`src/rtl/pulse_sequencer.sv`:
```
// -----------------------------------------------------------------------------
// pulse_sequencer
//
// Per-shot timing generator for the pulser / acquisition chain. A start request
// drives the positive pulser (pon) and then the damping drive (poff), waits a
// programmable delay, issues a one-cycle en_acquisition strobe and waits for the
// acquisition stage to finish (acq_busy rises and falls again). After an
// inter-shot gap the shot repeats until the programmed shot count is reached.
//
// Ports:
//   clk            clock
//   reset          synchronous, active-high reset
//   start          level; a high sample while idle begins a sequence
//   abort          synchronous; returns to idle from any state
//   t_pon          pon duration in cycles        (0 behaves as 1)
//   t_poff         poff duration in cycles       (0 behaves as 1)
//   t_delay        poff end -> strobe, in cycles (0 behaves as 1)
//   t_gap          acquisition end -> next shot  (0 behaves as 1)
//   n_shots        shots per sequence            (0 behaves as 1)
//   acq_busy       en_write fed back from the acquisition stage
//   pon            positive pulser drive
//   poff           damping drive
//   en_acquisition one-cycle acquisition strobe
//   busy           high whenever the sequencer is not idle
//   shot_idx       0-based index of the current shot
//   done           one-cycle pulse on normal sequence completion
//
// All outputs are registered. Timing inputs are captured into shadow registers
// on the edge that leaves idle, so changes mid-sequence have no effect.
// -----------------------------------------------------------------------------
module pulse_sequencer #(
  parameter int CNTW  = 16,
  parameter int SHOTW = 8
) (
  input  logic             clk,
  input  logic             reset,
  input  logic             start,
  input  logic             abort,
  input  logic [CNTW-1:0]  t_pon,
  input  logic [CNTW-1:0]  t_poff,
  input  logic [CNTW-1:0]  t_delay,
  input  logic [CNTW-1:0]  t_gap,
  input  logic [SHOTW-1:0] n_shots,
  input  logic             acq_busy,
  output logic             pon,
  output logic             poff,
  output logic             en_acquisition,
  output logic             busy,
  output logic [SHOTW-1:0] shot_idx,
  output logic             done
);

  typedef enum logic [2:0] {
    S_IDLE,
    S_PON,
    S_POFF,
    S_DELAY,
    S_ARM,
    S_WAIT,
    S_GAP
  } state_e;

  // A timed state lasting max(T,1) cycles loads its down-counter with
  // max(T,1)-1 and leaves when the counter reads zero.
  function automatic logic [CNTW-1:0] load_val(input logic [CNTW-1:0] t);
    return (t == '0) ? '0 : t - 1'b1;
  endfunction

  state_e           state_q, state_d;
  logic [CNTW-1:0]  cnt_q, cnt_d;
  logic             seen_q, seen_d;
  logic             pon_q, pon_d;
  logic             poff_q, poff_d;
  logic             en_acq_q, en_acq_d;
  logic             busy_q, busy_d;
  logic [SHOTW-1:0] shot_idx_q, shot_idx_d;
  logic             done_q, done_d;

  // Shadow copies of the timing inputs, held as counter load values.
  logic [CNTW-1:0]  sh_pon_q, sh_pon_d;
  logic [CNTW-1:0]  sh_poff_q, sh_poff_d;
  logic [CNTW-1:0]  sh_delay_q, sh_delay_d;
  logic [CNTW-1:0]  sh_gap_q, sh_gap_d;
  logic [SHOTW-1:0] sh_last_q, sh_last_d;   // index of the final shot

  always_comb begin
    // NOTE: every signal assigned here gets a default first, so no path leaves
    // a value unassigned and no latch is inferred.
    state_d    = state_q;
    cnt_d      = cnt_q;
    seen_d     = seen_q;
    shot_idx_d = shot_idx_q;
    sh_pon_d   = sh_pon_q;
    sh_poff_d  = sh_poff_q;
    sh_delay_d = sh_delay_q;
    sh_gap_d   = sh_gap_q;
    sh_last_d  = sh_last_q;
    pon_d      = 1'b0;
    poff_d     = 1'b0;
    en_acq_d   = 1'b0;
    done_d     = 1'b0;

    unique case (state_q)
      S_IDLE: begin
        if (start) begin
          state_d    = S_PON;
          cnt_d      = load_val(t_pon);
          pon_d      = 1'b1;
          shot_idx_d = '0;
          sh_pon_d   = load_val(t_pon);
          sh_poff_d  = load_val(t_poff);
          sh_delay_d = load_val(t_delay);
          sh_gap_d   = load_val(t_gap);
          sh_last_d  = (n_shots == '0) ? '0 : n_shots - 1'b1;
        end
      end

      // pon hands over directly to poff on the same edge: no overlap and
      // no dead cycle between the two drives.
      S_PON: begin
        if (cnt_q == '0) begin
          state_d = S_POFF;
          cnt_d   = sh_poff_q;
          poff_d  = 1'b1;
        end else begin
          cnt_d = cnt_q - 1'b1;
          pon_d = 1'b1;
        end
      end

      S_POFF: begin
        if (cnt_q == '0) begin
          state_d = S_DELAY;
          cnt_d   = sh_delay_q;
        end else begin
          cnt_d  = cnt_q - 1'b1;
          poff_d = 1'b1;
        end
      end

      S_DELAY: begin
        if (cnt_q == '0) begin
          state_d  = S_ARM;
          en_acq_d = 1'b1;
        end else begin
          cnt_d = cnt_q - 1'b1;
        end
      end

      // The acquisition stage may already be busy while the strobe is out.
      S_ARM: begin
        state_d = S_WAIT;
        if (acq_busy) seen_d = 1'b1;
      end

      // Wait for a full busy high->low cycle; deliberately no timeout.
      S_WAIT: begin
        if (seen_q && !acq_busy) begin
          state_d = S_GAP;
          seen_d  = 1'b0;
          cnt_d   = sh_gap_q;
        end else if (acq_busy) begin
          seen_d = 1'b1;
        end
      end

      S_GAP: begin
        if (cnt_q == '0) begin
          if (shot_idx_q == sh_last_q) begin
            state_d = S_IDLE;
            done_d  = 1'b1;
          end else begin
            state_d    = S_PON;
            shot_idx_d = shot_idx_q + 1'b1;
            cnt_d      = sh_pon_q;
            pon_d      = 1'b1;
          end
        end else begin
          cnt_d = cnt_q - 1'b1;
        end
      end

      default: state_d = S_IDLE;
    endcase

    // Abort overrides everything, including a start sampled while idle.
    if (abort) begin
      state_d    = S_IDLE;
      cnt_d      = '0;
      seen_d     = 1'b0;
      shot_idx_d = '0;
      pon_d      = 1'b0;
      poff_d     = 1'b0;
      en_acq_d   = 1'b0;
      done_d     = 1'b0;
    end

    // busy is registered from the next state, so it falls on the done edge.
    busy_d = (state_d != S_IDLE);
  end

  // NOTE: sequential state is updated only with non-blocking assignments so
  // every flop samples the pre-edge value of every other flop.
  always_ff @(posedge clk) begin
    if (reset) begin
      state_q    <= S_IDLE;
      cnt_q      <= '0;
      seen_q     <= 1'b0;
      pon_q      <= 1'b0;
      poff_q     <= 1'b0;
      en_acq_q   <= 1'b0;
      busy_q     <= 1'b0;
      shot_idx_q <= '0;
      done_q     <= 1'b0;
    end else begin
      state_q    <= state_d;
      cnt_q      <= cnt_d;
      seen_q     <= seen_d;
      pon_q      <= pon_d;
      poff_q     <= poff_d;
      en_acq_q   <= en_acq_d;
      busy_q     <= busy_d;
      shot_idx_q <= shot_idx_d;
      done_q     <= done_d;
    end
  end

  // NOTE: the shadow registers are always written on the edge leaving idle
  // before anything reads them, so they carry no reset.
  always_ff @(posedge clk) begin
    sh_pon_q   <= sh_pon_d;
    sh_poff_q  <= sh_poff_d;
    sh_delay_q <= sh_delay_d;
    sh_gap_q   <= sh_gap_d;
    sh_last_q  <= sh_last_d;
  end

  assign pon            = pon_q;
  assign poff           = poff_q;
  assign en_acquisition = en_acq_q;
  assign busy           = busy_q;
  assign shot_idx       = shot_idx_q;
  assign done           = done_q;

endmodule
```
`config.mk`:
```
export PLATFORM = sky130hd
export DESIGN_NAME = pulse_sequencer
export DESIGN_NICKNAME = d
export VERILOG_FILES = /design/src/rtl/pulse_sequencer.sv
export SDC_FILE = /design/constraint.sdc
export NUM_CORES = 1
export LEC_CHECK = 0
export BUFFER_PORTS_ARGS = -buffer_cell sky130_fd_sc_hd__buf_4
export CAP_MARGIN = 10
export CORE_MARGIN = 2
export CORE_UTILIZATION = 43
export DETAILED_ROUTE_END_ITERATION = 6
export SLEW_MARGIN = 10
export SYNTH_ARGS = -nofsm -noshare
export SYNTH_HDL_FRONTEND = slang
export SYNTH_SLANG_ARGS = --single-unit
```
`constraint.sdc`:
```
create_clock -name clk -period 30.1 [get_ports clk]
set_clock_uncertainty 0.2 [all_clocks]
set_input_delay 3.01 -clock clk [delete_from_list [all_inputs] [get_ports clk]]
set_output_delay 3.01 -clock clk [all_outputs]
set_load 0.01 [all_outputs]
```
# Yosys cells after proc, flatten, opt, wreduce, memory -nomap -nowiden
# Cells that the tools add are included.
classes:
  mux: 33
  n_addsub: 7
  bitwise_logic: 3
  n_reduce_logical: 19
  eq_ne: 13
ops:
  columns: ["cell", "count"]
  rows:
  - ["16-bit two-way mux", 8]
  - ["16-bit one-hot mux with 6 select lines", 1]
  - ["16-bit logical NOT", 5]
  - ["16-bit by 1-bit subtractor with 16-bit output, second input constant", 5]
  - ["8-bit two-way mux", 3]
  - ["3-bit two-way mux", 7]
  - ["3-bit one-hot mux with 7 select lines", 1]
  - ["8-bit one-hot mux with 2 select lines", 1]
  - ["2-bit != test, second input constant", 5]
  - ["3-bit equality test, second input constant", 3]
  - ["1-bit two-way mux", 9]
  - ["8-bit by 1-bit adder with 8-bit output, second input constant", 1]
  - ["8-bit equality test", 1]
  - ["8-bit logical NOT", 1]
  - ["8-bit by 1-bit subtractor with 8-bit output, second input constant", 1]
  - ["3-bit by 2-bit equality test with 1-bit output, second input constant", 2]
  - ["6-bit nonzero test", 1]
  - ["5-bit AND reduction", 1]
  - ["1-bit one-hot mux with 2 select lines", 2]
  - ["4-bit AND reduction", 1]
  - ["2-bit nonzero test", 2]
  - ["4-bit OR reduction", 1]
  - ["3-bit by 1-bit equality test with 1-bit output, second input constant", 1]
  - ["3-bit logical NOT", 1]
  - ["other kinds (9)", 11]
totals:
  reg_bits: 105
  inputBits: 77
  out_inout_bits: 13
  word_cells: 89

# Logic depth before layout (Yosys ltp)
depth:
  depth_word: 6
  ltp_mapped: 9
  mapped_depth_nobuf: 8

# Least setup slack after synthesis
# Ideal clock, no wire load.
synth_path:
  path_type: "input -> register"
  start: "input start"
  end: "register shot_idx_q[6], in the netlist shot_idx[6]"
  required_ps: 29829
  path_slack_ps: 17767
  setup_time_ps: 71
  t_arrival_ps: 12063
  stages: 4
  cell_sequence: "nor4b_1 > a31oi_1 > or4_1 > a21oi_1"
synth_via:
  elab_chain_len: 2
synth_rtl:
  columns: ["item", "line_no", "rtl"]
  rows:
  - ["start: declaration", "37", "input logic start,"]
  - ["2-bit != test (no source line)", null, null]
  - ["4-bit AND reduction (no source line)", null, null]
  - ["end signal: assignment", "223", "shot_idx_q <= shot_idx_d;"]
  - ["end: declaration", "76", "logic [SHOTW-1:0] shot_idx_q, shot_idx_d;"]
# No other way between the ends.
# A chain may end at the register's enable or synchronous reset.

# Final worst setup path
layout_path:
  start: "input t_delay[0]"
  end: "register sh_delay_q[10] (data pin)"
layout_via:
  elab_chain_len: 1
layout_rtl:
  columns: ["item", "line_no", "rtl"]
  rows:
  - ["start: declaration", "41", "input logic [CNTW-1:0] t_delay,"]
  - ["16-bit by 1-bit subtractor with 16-bit output or 16-bit logical NOT (tied branches)", "66", "return (t == '0) ? '0 : t - 1'b1;"]
  - ["end signal: assignment", "233", "sh_delay_q <= sh_delay_d;"]
  - ["end: declaration", "82", "logic [CNTW-1:0] sh_delay_q, sh_delay_d;"]
# Parallel ways exist; a longest one is shown, timed or not.

==> run summary <==
Setup repair after global routing left no endpoint under its margin. The number of nets produced by synthesis came out at 780. The TritonCTS sink count came out at 105. The overall routed net length came out at 16.5 mm. The count of TritonRoute iterations in the first routing pass is 5. The detailed-route vias per instance is 5.69. Yosys attributes the largest share of cell area to edfxtp_1 (34%), dfxtp_1 (10%), xnor2_1 (5.4%). The clock power share is 33.6%. The startpoint identified for the worst register-to-register timing path is state_q[1].

Dividing the detail-routed wire length by the instance count gives 17.2 um. The number of nets in the final layout is 858. Following the worst setup path forward leads to its endpoint at sh_delay_q[10]. The effective utilization at floorplan came out at 43.7%. After filler insertion, the fill cell instance count of the layout stands at 1378. The area overhead of the layout relative to synthesis came out at 18.2%. The setup slack of the worst register-to-register path came out at 26.56 ns.

The maximum vdd drop came out at 0.0364 mV. The worst setup path is of the in -> reg kind. The y dimension of the die is 125 um. The initial antenna violation count is 0. Internal power comes to 253 uW. The final antenna-violating net count is 0.

The multi-input combinational cells in the finished layout cover a total of 3300 um^2. The die span in x is 125 um. The floorplan has 44 rows. The post-route worst hold slack came out at 0.312 ns. The first element of the critical path is t_delay[0]. The number of top-level pins came out at 90. The endpoint type of the worst setup path is a flop. After layout, the minimum clock period comes to 5.46 ns. The final cycle utilization of the critical path is 18.1%.

The power per unit of standard cell area is 46.3 nW/um^2. The hold violation count in the final report came out at 0. The cell count after placement came out at 946. Entering global routing, the biggest net connects 75 pins.

The number of remaining DRC errors is 0. The number of max-slew violations in the final report came out at 0. The remaining global-route overflow came out at 0. The share of the synthesized area in the top cell type is 34.3%.

The most used flip-flop cell after synthesis is edfxtp_1. The core region is 14400 um^2. For this run, the top clock speed supported by timing is 183 MHz. Setup violations remaining at the end of the flow were counted as 0. The clock transition at the registers of the reported paths is 0.07 ns. The tree is rooted in a clkbuf_16. The via count came out at 5464. The startpoint type of the worst setup path is an input pin.

The number of setup buffers added after CTS is 0. The share of final-layout standard cells stronger than drive strength 1 is 16.6%. The worst-case clock buffer depth came out at 2. The pin slew with the least headroom to its limit is 1.05 ns.

Of the total power, the share spent switching nets is 26.4%. The flow ran to the end, and the final reports show no timing, DRC or antenna violations. The average size of a mapped cell is 9.06 um^2. The startpoint identified for the worst hold timing path is cnt_q[3].

The count of hold buffers inserted by post-cts repair came out at 0. The placer congestion estimate came out at 0.867. The finished layout holds 961 standard cells, fillers aside. The worst register-to-register path ends at cnt_q[12]. TritonCTS built the clock tree. In this run the tightest slew margin relative to its limit is 29.4%. The power after layout is 344 uW. The total half-perimeter wirelength after legalization and detailed placement is 12.4 mm. The count of instances resized after the clock tree is built is 0. The leakage dissipation came out at 0.00262 uW. The number of instances in the synthesized netlist came out at 695. The global-route wire length before repair is 26.7 mm.

The worst setup slack after placement is 24.18 ns. The die area came out at 15600 um^2. The required time at the endpoint of the critical path came out at 29.97 ns.

After synthesis the netlist holds a flip-flop and latch count of 105. Summed over all instances, the cell type with the most area after synthesis is edfxtp_1. The post-synthesis sequential area ratio is 44.8%. The maximum fanout count along the critical path came out at 13. For the worst setup path, the data arrival time is 5.33 ns. The analysis attributes to net switching a power of 91.0 uW.

For this run, the total global-route usage over all layers was measured as 21.3%. The initial DRC count is 467. The via count of the first global-routing pass is 5097. Sequential cells burn 49.2% of the power. Clock latency on the worst-skew pair, taken at its later pin, is 0.35 ns. The worst reg-to-reg path cell count came out at 7.

The number of flops mapped to enable cells by yosys came out at 72. The antenna diode instance count came out at 0. The post-synthesis cell type count came out at 58. The Yosys warning count came out at 0. The portion of total power attributed to combinational logic is 17.2%. The count of buffers added on input and output ports is 89.

Max-cap violations in this run came to 0. The H-tree was split into 3 levels. Across the whole layout, storage elements account for 2820 um^2. The number of buffers added by the clock tree synthesis step is 9. The final critical-path setup slack came out at 24.64 ns. The share of flip-flops with an asynchronous set or reset came out at 0%. The class of the tightest hold or removal check is reg -> reg.

The sum of negative setup slack came out at 0 ns. The combined area of all synthesized cells is 6300 um^2.
## cell families (layout without fill, tap and decap cells)
group	after synthesis	after routing	synth area share [%]
muxes	23	23	3.75
xor gates and xnor gates	54	54	7.51
DFF	105	105	44.8
adders and majority gates	8	8	1.59
buffers and inverters	49	131	2.98
and+or+nand+nor	277	277	22.1
AOI/OAI and AO/OA	179	179	17.3
## worst min-delay path by stage
stage / cells after the start / slack (ns) / endpoint
after floorplan: 2 / 0.25 / seen_q
after global placement: 2 / 0.27 / seen_q
after detailed placement: 1 / 0.29 / cnt_q[3]
after CTS: 1 / 0.31 / cnt_q[3]
after global routing: 1 / 0.33 / cnt_q[15]
final: 1 / 0.31 / cnt_q[3]
## through the flow
stage	instance area, um^2	util [%]
after CTS	7440	51.6
after global routing	7440	51.6
after detailed placement	7150	49.6
after global placement	7150	49.6
after floorplan	6300	-
final	7440	51.6
## flip-flops by register name, indices dropped and copies added (netlist names)
register,flops
sh_pon_q,16
done,1
seen_q,1
sh_delay_q,16
shot_idx,8
sh_poff_q,16
state_q,3
sh_last_q,8
cnt_q,16
en_acquisition,1
sh_gap_q,16
poff,1
pon,1
busy,1
## layout by cell type (no fill, tap or decap), types with 3 or more instances in the layout
master     count
buf_4         98
nor2_1        88
edfxtp_1      72
o21ai_0       68
nand2_1       59
a21oi_1       52
xnor2_1       39
dfxtp_1       32
nor3_1        29
inv_1         18
mux2i_1       18
or3_1         17
xor2_1        15
a32o_1        14
o31ai_1       12
nor4_1        11
nand3_1       11
nand2b_1      10
clkbuf_16      9
nand4_1        8
or4_1          8
ha_1           8
nor2b_1        7
and3_1         6
a31oi_1        6
a21o_1         5
mux2_2         5
nor3b_1        5
a221o_1        4
a22o_1         3
## cells in the mapped netlist (all sizes together) (4+ instances only)
cell	n
a32o	14
clkbuf	25
and3	6
xor2	15
nor2b	7
ha	8
buf	6
nand2	59
nor2	88
edfxtp	72
o31ai	12
or4	9
a21oi	52
a21o	5
nor3b	5
nand3	11
nand2b	10
inv	18
nor3	31
nand4	8
mux2	5
mux2i	18
or3	18
dfxtp	33
a221o	4
xnor2	39
a31oi	6
o21ai	69
nor4	12
## final cells by class
cell class / count / area share [%]
sequential: 105 / 37.9
tap: 184 / 3.09
clock buffer: 10 / 3.08
inverter: 18 / 0.908
multi-input combinational: 541 / 44.3
timing repair buffer: 98 / 9.88
clock inverter: 5 / 0.773
## power by group through the flow
stage / registers (uW) / clock network [uW] / logic (uW)
finish: 169 / 116 / 59.3
global route: 170 / 124 / 65.7
CTS: 169 / 118 / 59.0
detailed placement: 173 / 0 / 58.6
global placement: 173 / 0 / 57.9
floorplan: 172 / 0 / 35.5
## layer usage
layer  up-vias  part of all wire, %  wire (um)  global-route usage [%]
li1       2717                    -          -                       -
met1      2610                   47       7720                    29.9
met2       122                   48       7990                    35.2
met3        15                  3.9        653                    3.12
met4         0                  1.1        178                    4.64
met5         -                    0          0                       0
## critical path, stage by stage
cell,delay (ns)
buf_4,0.12
inv_1,0.05
ha_1,0.17
or3b_2,0.47
nor3_1,0.51
nand3b_1,0.23
nor2b_1,0.64
nor2_1,0.12
Power figures use the tool's default switching activity.
